--- config.mk ---
export PLATFORM = sky130hd
export DESIGN_NAME = sccb_responder
export DESIGN_NICKNAME = d
export VERILOG_FILES = /design/src/rtl/sccb_pkg.sv /design/src/rtl/sccb_line_sync.sv /design/src/rtl/sccb_responder.sv
export SDC_FILE = /design/constraint.sdc
export NUM_CORES = 2
export LEC_CHECK = 0
export BUFFER_PORTS_ARGS = -buffer_cell sky130_fd_sc_hd__buf_2
export CAP_MARGIN = 20
export CORE_MARGIN = 5
export CORE_UTILIZATION = 58
export CTS_BUF_LIST = sky130_fd_sc_hd__clkbuf_8 sky130_fd_sc_hd__clkbuf_16
export CTS_CLUSTER_SIZE = 28
export DETAILED_ROUTE_END_ITERATION = 8
export GPL_ROUTABILITY_DRIVEN = 0
export MAX_ROUTING_LAYER = met4
export PLACE_DENSITY = 0.78
export SYNTH_ARGS = -nofsm -noshare
export SYNTH_HDL_FRONTEND = slang
export SYNTH_SLANG_ARGS = --single-unit
--- constraint.sdc ---
create_clock -name CLK_25M -period 58.4 [get_ports CLK_25M]
set_clock_uncertainty 0.05 [all_clocks]
set_input_delay 0 -clock CLK_25M [delete_from_list [all_inputs] [get_ports CLK_25M]]
set_output_delay 0 -clock CLK_25M [all_outputs]
set_load 0.005 [all_outputs]
--- src/rtl/sccb_pkg.sv ---
// Shared types and constants for the SCCB responder and its line synchronizer.
package sccb_pkg;

   typedef enum logic [3:0] {
      S_IDLE,
      S_ID,
      S_ID_ACK,
      S_SUB,
      S_SUB_ACK,
      S_WDATA,
      S_WDATA_ACK,
      S_RDATA,
      S_RNA,
      S_IGNORE
   } sccb_rsp_state_t;

   localparam logic [7:0] DEV_ID_DEFAULT      = 8'h42;
   localparam int         BITS_PER_PHASE      = 8;
   localparam int         SYNC_STAGES_DEFAULT = 2;

   // States in which a START/STOP that lands between bits is a framing error
   function automatic logic in_byte_state(input sccb_rsp_state_t s);
      return (s == S_ID) || (s == S_SUB) || (s == S_WDATA) || (s == S_RDATA);
   endfunction

endpackage

--- src/rtl/sccb_line_sync.sv ---
// Synchronizes SIO_C/SIO_D into CLK_25M and derives clock edges plus START/STOP.
module sccb_line_sync
   import sccb_pkg::*;
#(
   parameter int SYNC_STAGES = SYNC_STAGES_DEFAULT
) (
   input  logic i_clk,
   input  logic i_rst,
   input  logic i_sio_c,
   input  logic i_sio_d,
   output logic o_sc,
   output logic o_sd,
   output logic o_sc_rise,
   output logic o_sc_fall,
   output logic o_start,
   output logic o_stop
);

   logic [SYNC_STAGES-1:0] r_sc_sync;
   logic [SYNC_STAGES-1:0] r_sd_sync;
   logic                   r_sc_prev;
   logic                   r_sd_prev;
   logic                   w_sc;
   logic                   w_sd;

   // Reset to the idle-bus level so release of RST never looks like an edge
   always_ff @(posedge i_clk or posedge i_rst) begin
      if (i_rst) begin
         r_sc_sync <= '1;
         r_sd_sync <= '1;
         r_sc_prev <= 1'b1;
         r_sd_prev <= 1'b1;
      end else begin
         r_sc_sync <= {r_sc_sync[SYNC_STAGES-2:0], i_sio_c};
         r_sd_sync <= {r_sd_sync[SYNC_STAGES-2:0], i_sio_d};
         r_sc_prev <= w_sc;
         r_sd_prev <= w_sd;
      end
   end

   assign w_sc      = r_sc_sync[SYNC_STAGES-1];
   assign w_sd      = r_sd_sync[SYNC_STAGES-1];
   assign o_sc      = w_sc;
   assign o_sd      = w_sd;
   assign o_sc_rise = w_sc & ~r_sc_prev;
   assign o_sc_fall = ~w_sc & r_sc_prev;
   assign o_start   = w_sc & r_sc_prev & r_sd_prev & ~w_sd;
   assign o_stop    = w_sc & r_sc_prev & ~r_sd_prev & w_sd;

endmodule

--- src/rtl/sccb_responder.sv ---
// SCCB target for OV7670-style config traffic, backed by a 256x8 register model.
// state       | meaning
// IDLE        | bus free, waiting for START
// ID          | shifting in the device ID byte
// ID_ACK      | ACKing the ID (OE from bit-8 fall to 9th-clock fall)
// SUB         | shifting in the sub-address into the pointer
// SUB_ACK     | ACKing the sub-address
// WDATA       | shifting in the write data byte
// WDATA_ACK   | ACKing the data byte
// RDATA       | driving regfile[ptr] MSB first
// RNA         | master's NA/ACK bit, line released
// IGNORE      | not ours or done; wait for STOP/START
module sccb_responder
   import sccb_pkg::*;
#(
   parameter logic [7:0] DEV_ID      = DEV_ID_DEFAULT,
   parameter int         SYNC_STAGES = SYNC_STAGES_DEFAULT
) (
   input  logic       CLK_25M,
   input  logic       RST,
   input  logic       SIO_C,
   input  logic       SIO_D_IN,
   output logic       SIO_D_OE,
   output logic       WR_STB,
   output logic [7:0] WR_ADDR,
   output logic [7:0] WR_DATA,
   output logic       BUSY,
   output logic       ERR
);

   sccb_rsp_state_t r_state, w_state_nxt;
   logic [2:0]      r_cnt;
   logic            r_pend;
   logic [7:0]      r_shift;
   logic [7:0]      r_ptr;
   logic [7:0]      r_rd_shift;
   logic            r_rw;
   logic [7:0]      r_regs [256];
   logic            r_oe, r_busy, r_err, r_wr_stb;
   logic [7:0]      r_wr_addr, r_wr_data;
   logic            w_oe_nxt, w_busy_nxt, w_err_nxt, w_wr_stb_nxt;
   logic            w_sc, w_sd, w_sc_rise, w_sc_fall, w_start, w_stop;
   logic [7:0]      w_byte;
   logic            w_last_bit, w_ack_done, w_id_match, w_mid_byte;

   sccb_line_sync #(.SYNC_STAGES(SYNC_STAGES)) u_sync (
      .i_clk     (CLK_25M),
      .i_rst     (RST),
      .i_sio_c   (SIO_C),
      .i_sio_d   (SIO_D_IN),
      .o_sc      (w_sc),
      .o_sd      (w_sd),
      .o_sc_rise (w_sc_rise),
      .o_sc_fall (w_sc_fall),
      .o_start   (w_start),
      .o_stop    (w_stop)
   );

   assign w_byte     = {r_shift[6:0], w_sd};
   assign w_last_bit = w_sc_rise && (r_cnt == 3'(BITS_PER_PHASE - 1));
   assign w_ack_done = w_sc_fall && (r_cnt == 3'd1);
   assign w_id_match = (w_byte[7:1] == DEV_ID[7:1]);
   // The SIO_C rise that precedes a normal START/STOP is not a completed bit
   assign w_mid_byte = (r_cnt != 3'd0) && !((r_cnt == 3'd1) && r_pend);

   always_ff @(posedge CLK_25M or posedge RST) begin
      if (RST) r_state <= S_IDLE;
      else     r_state <= w_state_nxt;
   end

   always_comb begin
      w_state_nxt = r_state;
      if (w_start) begin
         w_state_nxt = S_ID;
      end else if (w_stop) begin
         w_state_nxt = S_IDLE;
      end else begin
         case (r_state)
            S_ID:        if (w_last_bit) w_state_nxt = w_id_match ? S_ID_ACK : S_IGNORE;
            S_ID_ACK:    if (w_ack_done) w_state_nxt = r_rw ? S_RDATA : S_SUB;
            S_SUB:       if (w_last_bit) w_state_nxt = S_SUB_ACK;
            S_SUB_ACK:   if (w_ack_done) w_state_nxt = S_WDATA;
            S_WDATA:     if (w_last_bit) w_state_nxt = S_WDATA_ACK;
            S_WDATA_ACK: if (w_ack_done) w_state_nxt = S_IGNORE;
            S_RDATA:     if (w_last_bit) w_state_nxt = S_RNA;
            S_RNA:       if (w_sc_rise)  w_state_nxt = S_IGNORE;
            default:     w_state_nxt = r_state;
         endcase
      end
   end

   always_comb begin
      w_oe_nxt     = r_oe;
      w_busy_nxt   = r_busy;
      w_err_nxt    = 1'b0;
      w_wr_stb_nxt = 1'b0;
      if (w_start || w_stop) begin
         w_oe_nxt  = 1'b0;
         w_err_nxt = in_byte_state(r_state) && w_mid_byte;
         if (w_stop) w_busy_nxt = 1'b0;
      end else begin
         case (r_state)
            S_ID: if (w_last_bit) begin
               w_busy_nxt = w_id_match;
               w_err_nxt  = !w_id_match;
            end
            S_ID_ACK: if (w_sc_fall) begin
               if (r_cnt == 3'd0)   w_oe_nxt = 1'b1;
               else if (w_ack_done) w_oe_nxt = r_rw ? ~r_regs[r_ptr][7] : 1'b0;
            end
            S_SUB_ACK, S_WDATA_ACK: if (w_sc_fall) begin
               if (r_cnt == 3'd0)   w_oe_nxt = 1'b1;
               else if (w_ack_done) w_oe_nxt = 1'b0;
            end
            S_WDATA: if (w_last_bit) w_wr_stb_nxt = 1'b1;
            S_RDATA: if (w_sc_fall) w_oe_nxt = ~r_rd_shift[6];
            S_RNA:   if (!w_sc) w_oe_nxt = 1'b0;
            default: w_oe_nxt = r_oe;
         endcase
      end
   end

   always_ff @(posedge CLK_25M or posedge RST) begin
      if (RST) begin
         r_cnt      <= '0;
         r_pend     <= 1'b0;
         r_shift    <= '0;
         r_ptr      <= '0;
         r_rd_shift <= '0;
         r_rw       <= 1'b0;
         r_oe       <= 1'b0;
         r_busy     <= 1'b0;
         r_err      <= 1'b0;
         r_wr_stb   <= 1'b0;
         r_wr_addr  <= '0;
         r_wr_data  <= '0;
         for (int i = 0; i < 256; i++) r_regs[i] <= '0;
      end else begin
         r_oe     <= w_oe_nxt;
         r_busy   <= w_busy_nxt;
         r_err    <= w_err_nxt;
         r_wr_stb <= w_wr_stb_nxt;
         if (w_start || w_stop) begin
            r_cnt  <= '0;
            r_pend <= 1'b0;
         end else begin
            case (r_state)
               S_ID, S_SUB, S_WDATA, S_RDATA: begin
                  if (w_sc_rise) begin
                     r_shift <= w_byte;
                     r_cnt   <= r_cnt + 3'd1;
                     r_pend  <= 1'b1;
                  end else if (w_sc_fall) begin
                     r_pend  <= 1'b0;
                  end
               end
               S_ID_ACK, S_SUB_ACK, S_WDATA_ACK: begin
                  r_pend <= 1'b0;
                  if (w_sc_rise)       r_cnt <= r_cnt + 3'd1;
                  else if (w_ack_done) r_cnt <= '0;
               end
               default: r_pend <= 1'b0;
            endcase
            if (r_state == S_ID && w_last_bit)  r_rw  <= w_sd;
            if (r_state == S_SUB && w_last_bit) r_ptr <= w_byte;
            if (r_state == S_WDATA && w_last_bit) begin
               r_regs[r_ptr] <= w_byte;
               r_wr_addr     <= r_ptr;
               r_wr_data     <= w_byte;
            end
            if (r_state == S_ID_ACK && w_ack_done && r_rw)
               r_rd_shift <= r_regs[r_ptr];
            else if (r_state == S_RDATA && w_sc_fall)
               r_rd_shift <= {r_rd_shift[6:0], 1'b0};
         end
      end
   end

   assign SIO_D_OE = r_oe;
   assign WR_STB   = r_wr_stb;
   assign WR_ADDR  = r_wr_addr;
   assign WR_DATA  = r_wr_data;
   assign BUSY     = r_busy;
   assign ERR      = r_err;

endmodule

Word level (Yosys, flattened, before mapping)
Cells that the tools add are included.
{"block": "word_totals", "ff_bits": 2105, "input_bits": 4, "output_inout_bits": 20, "wordCells": 409}
{"block": "op_classes", "add_sub_neg": 1, "order_cmp": 2, "n_eq_ne": 29, "muxes": 51, "bitwise_logic": 15, "reduce_logical": 38}
{"cell": "2048-bit bitwise mux", "count": 1}
{"cell": "8-bit binary-select mux with 8-bit select", "count": 1}
{"cell": "8-bit demux with 8-bit select", "count": 1}
{"cell": "4-bit != test (second input constant)", "count": 12}
{"cell": "4-bit 2-to-1 mux", "count": 11}
{"cell": "4-bit one-hot mux with 8 select lines", "count": 1}
{"cell": "1-bit 2-to-1 mux", "count": 24}
{"cell": "8-bit 2-to-1 mux", "count": 3}
{"cell": "4-bit by 3-bit equality test with 1-bit output (second input constant)", "count": 4}
{"cell": "3-bit 2-to-1 mux", "count": 5}
{"cell": "3-bit != test (second input constant)", "count": 5}
{"cell": "7-bit 2-to-1 mux", "count": 2}
{"cell": "1-bit logical AND", "count": 12}
{"cell": "10-bit nonzero test", "count": 1}
{"cell": "9-bit greater-or-equal comparator (second input constant)", "count": 1}
{"cell": "9-bit by 1-bit less-than comparator with 1-bit output (second input constant)", "count": 1}
{"cell": "8-bit inverter with 9-bit output", "count": 1}
{"cell": "3-bit AND reduction", "count": 3}
{"cell": "9-bit AND reduction", "count": 1}
{"cell": "4-bit by 2-bit equality test with 1-bit output (second input constant)", "count": 2}
{"cell": "2-bit AND reduction", "count": 4}
{"cell": "1-bit bitwise AND", "count": 7}
{"cell": "7-bit by 6-bit equality test with 1-bit output (second input constant)", "count": 1}
{"cell": "1-bit inverter", "count": 7}
{"cell": "other kinds (18)", "count": 25}

Depth between registers and ports, before layout
{"block": "logic_depth", "ltp_word": 11, "ltp_mapped": 12}

By module
From an unflattened synthesis, not the netlist that was laid out.
{"block": "unflattened", "cells_unflattened": 6241, "hier_area_um2": 96652.7}
{"mod": "sccb_responder", "instances": 1, "cells_each": 6230, "area_per_inst_um2": 96458.8, "seq_area_each_um2": 52525.4}
{"mod": "sccb_line_sync", "instances": 1, "cells_each": 11, "area_per_inst_um2": 193.9, "seq_area_each_um2": 157.7}

Worst setup path before layout
Ideal clock, no wire load.
{"block": "synth_timing", "kind": "flip-flop to flip-flop", "start": "reg r_ptr[0]", "end": "reg r_rd_shift[0]", "setup_ns": 0.134, "t_arrival_ns": 2.498, "t_required_ns": 58.216, "path_slack_ns": 55.718, "stages_incl_launch_ff": 13, "n_path_buf": 5, "cell_sequence": "dfrtp_1 -> buf_6 -> buf_6 -> buf_6 -> buf_4 -> buf_2 -> mux2_2 -> o22ai_1 -> nor3_1 -> nor3_1 -> nand4_1 -> a2111oi_0 -> a21oi_1"}
{"block": "synth_via", "elab_chain_len": 5}
{"element": "from (decl)", "line": "sccb_responder.sv:35", "source": "logic [7:0] r_ptr;"}
{"element": "from (signal assigned)", "line": "sccb_responder.sv:165", "source": "if (r_state == S_SUB && w_last_bit) r_ptr <= w_byte;"}
{"element": "8-bit inverter with 9-bit output (not written as such)", "line": "sccb_responder.sv:172", "source": "r_rd_shift <= r_regs[r_ptr];"}
{"element": "8-bit binary-select mux with 8-bit select", "line": "sccb_responder.sv:172"}
{"element": "8-bit 2-to-1 mux (not written as such) (2 in series)", "line": "sccb_responder.sv:172"}
{"element": "7-bit 2-to-1 mux", "line": "sccb_responder.sv:171", "source": "if (r_state == S_ID_ACK && w_ack_done && r_rw)"}
{"element": "to (signal assigned)", "line": "sccb_responder.sv:172"}
{"element": "to (signal assigned)", "line": "sccb_responder.sv:174", "source": "r_rd_shift <= {r_rd_shift[6:0], 1'b0};"}
{"element": "to (decl)", "line": "sccb_responder.sv:36", "source": "logic [7:0] r_rd_shift;"}
Every way passes these cells. The select of a mux whose other input is x is not followed.
A chain may end at the register's enable or synchronous reset.

Worst setup path after layout
{"block": "layout_timing", "start": "reg r_ptr[0]", "end": "reg r_rd_shift[1]"}
Same word-level chain as after synthesis.

==> flow_summary.json <==
{
  "run_status": "complete, no violations",
  "tightest_slew_ns": 1.26,
  "yosysTopAreaCellShare_pct": 54.7,
  "crit_buf_inv": 4,
  "clockBufferDepth": 3,
  "dp_hpwl_mm": 168,
  "yosys-top-cells-count": "dfrtp_1, mux2_2, mux4_2",
  "fin_crit_ns": 6.40,
  "synth_most_common_cell": "dfrtp_1",
  "stdcell_area_sq_um": 106000,
  "die_area_sq_um": 174000,
  "async_flop_share_pct": 100,
  "hold_class": "in2reg",
  "ir_drop_mv": 0.106,
  "crit_required_ns": 59.06,
  "io_pins": 24,
  "crit_path_end_kind": "flip-flop",
  "maxSlewViolCount": 0,
  "setup_viol_count_final": 0,
  "die_h_um": 417,
  "area_growth_pct": 9.98,
  "wl_per_cell_um": 31.7,
  "yosysSeqAreaShare_pct": 54.9,
  "grt_first_pass_wirelength_mm": 403,
  "drtIter0Drc": 6101,
  "wirelength_mm": 268,
  "synthCells": 6162,
  "power_density_nw_per_um2": 29.4,
  "netlist_area_sq_um": 96000,
  "cp_common_cell": "buf_4",
  "cts_sinks": 2105,
  "hold_buffers": 6,
  "cts_buffers": 213,
  "timing.hold.ws_ns": 0.284,
  "crit_path_start": "r_ptr[0]$_DFFE_PP0P_",
  "clk-insertion-delay-late_ns": 0.86,
  "nets": 6089,
  "crit_arrival_ns": 7.06,
  "io_buffer_count": 23,
  "grt_max_degree": 219,
  "ys.flop_type": "dfrtp_1",
  "rsz0062_at_grt": "false",
  "gr-total-overflow": 0,
  "synth_top_cell_by_area": "dfrtp_1",
  "synth_edf_count": 0,
  "cts.clk_slew.worst_paths_ns": 0.06,
  "fin_crit_sh_pct": 11.0,
  "rows": 149,
  "cts_setup_buffers": 0,
  "criticalPathCategory": "reg2reg",
  "critPathTopFamily": "buffers and inverters",
  "num_vias": 57200,
  "cts_tree": "done",
  "yosys_warnings": 0,
  "start_util_pct": 58.3,
  "dr.pass1.iters": 6,
  "hp-start": "SIO_C",
  "synth-seq-cells": 2105,
  "r2r-start": "r_ptr[0]$_DFFE_PP0P_",
  "syn_nets": 6173,
  "fin_setup_tns_ns": 0,
  "core-area_sq_um": 165000,
  "place_area_sq_um": 98100,
  "antenna_found_initial": 6,
  "crit_chain": "buf_4 -> buf_4 -> buf_4 -> buf_4 -> mux4_2 -> mux4_2 -> a211oi_1 -> a21oi_1 -> a221oi_1 -> o31ai_1",
  "hold_viol": 0,
  "p_leak_uw": 0.0514,
  "via_per_inst": 6.76,
  "syn-mean-instance-area_sq_um": 15.6,
  "place_ws_ns": 51.89,
  "max_slew_margin_pct": 15.6,
  "setup_ws_ns": 52.00,
  "fmax_mhz": 156,
  "synth.distinct_cells": 73,
  "route.detailed.drc": 0,
  "htree_levels": 4,
  "layout-drive-gt1-share_pct": 52.0,
  "startpoint_type": "flip-flop",
  "grt_use_total_pct": 32.0,
  "ys_top_cells_by_area": "dfrtp_1, mux2_2, mux4_2",
  "die_width_um": 417,
  "clock-root-buffer": "clkbuf_16",
  "cts.repair.resized": 0,
  "cpMaxStageDelayCell": "dfrtp_4",
  "cpPeakStageDelay_ns": 0.95,
  "grt_pass1_vias": 59200,
  "final_antenna_net_count": 0,
  "final_core_util_pct": 64.1,
  "maxCapViolCount": 0,
  "cp_max_fo": 40
}
## cell families (layout without fill, tap and decap cells)
group	Yosys count	after routing	synth area share [%]
mux	2705	2705	37.7
flops	2105	2105	54.9
buf+inv	482	578	2.31
xor+xnor	3	3	0.0274
fa+ha+maj	7	7	0.0912
compound gates	267	267	1.91
other cells	0	4	0
simple gates	593	593	3.08
## state kept, by name, indices dropped and copies added (netlist names)
name / flops
WR_DATA: 8
r_rw: 1
r_regs: 2048
r_rd_shift: 7
u_sync.r_sc_prev: 1
WR_STB: 1
r_pend: 1
r_state: 4
r_ptr: 8
u_sync.r_sc_sync: 2
r_shift: 7
ERR: 1
u_sync.r_sd_prev: 1
BUSY: 1
WR_ADDR: 8
SIO_D_OE: 1
u_sync.r_sd_sync: 2
r_cnt: 3
## layout make-up
cell class              count  area (sq um)
multi-input cells        3575         41300
clock inverters           128          1110
diodes                      4          10.0
repair buffers            172          1580
flip-flops and latches   2105         52700
fillers                 11500         59200
well taps                2189          2740
inverters                  11          50.0
clock buffers             267          6070
## metrics by stage
stage,cells,power (uW)
2_1_floorplan,6162,1660
3_3_place_gp,8030,1740
3_5_place_dp,8034,1740
4_1_cts,8435,3110
5_1_grt,8451,3200
6_report,8451,3110
## path summary, 6_finish.rpt
kind                       slack (ns)                            end  depth (start not counted)
max                             52.00      r_rd_shift[1]$_DFFE_PP0P_                         10
max in group asynchronous       53.43       r_regs[1974]$_DFFE_PP0P_                         10
min in group asynchronous        0.34        r_regs[461]$_DFFE_PP0P_                          4
max reg2reg                     52.00      r_rd_shift[1]$_DFFE_PP0P_                         10
min                              0.28  u_sync.r_sc_sync[0]$_DFF_PP1_                          3
min reg2reg                      0.32  u_sync.r_sd_sync[1]$_DFF_PP1_                          0
## layer usage
| metal | vias up | part of all wire (%) | global-route usage (%) |
|---|---|---|---|
| li1 | 22900 | - | - |
| met2 | 2453 | 46 | 46.1 |
| met4 | 0 | 5.4 | 13.9 |
| met3 | 695 | 9.1 | 8.73 |
| met1 | 31100 | 40 | 43.1 |
| met5 | - | 0 | - |
## worst min-delay path: stages
cell           delay [ns]
dlygate4sd3_1        0.53
buf_2                0.09
dlygate4sd3_1        0.53
## power by group
group	internal [uW]	switching, uW
clock	784	596
combinational	28.6	182
sequential	1460	52.0
## layout by cell type, fill, tap and decap left out, drive strengths merged, types with 11 or more instances in the layout
cell	Yosys	routed
a22oi	63	63
mux4	518	518
nor4	16	16
nand4	17	17
clkbuf	307	268
buf	164	165
bufinv	0	11
nand2b	11	11
a211oi	15	15
inv	10	67
o21ai	26	26
nor3	33	33
clkinv	1	57
nor2b	19	19
mux2	2121	2121
a21oi	42	42
mux2i	66	66
nor2	69	69
o22ai	43	43
nand3	31	31
a22o	12	12
dfrtp	2099	2099
nand2	356	356
a31oi	14	14
Power figures use the tool's default switching activity.
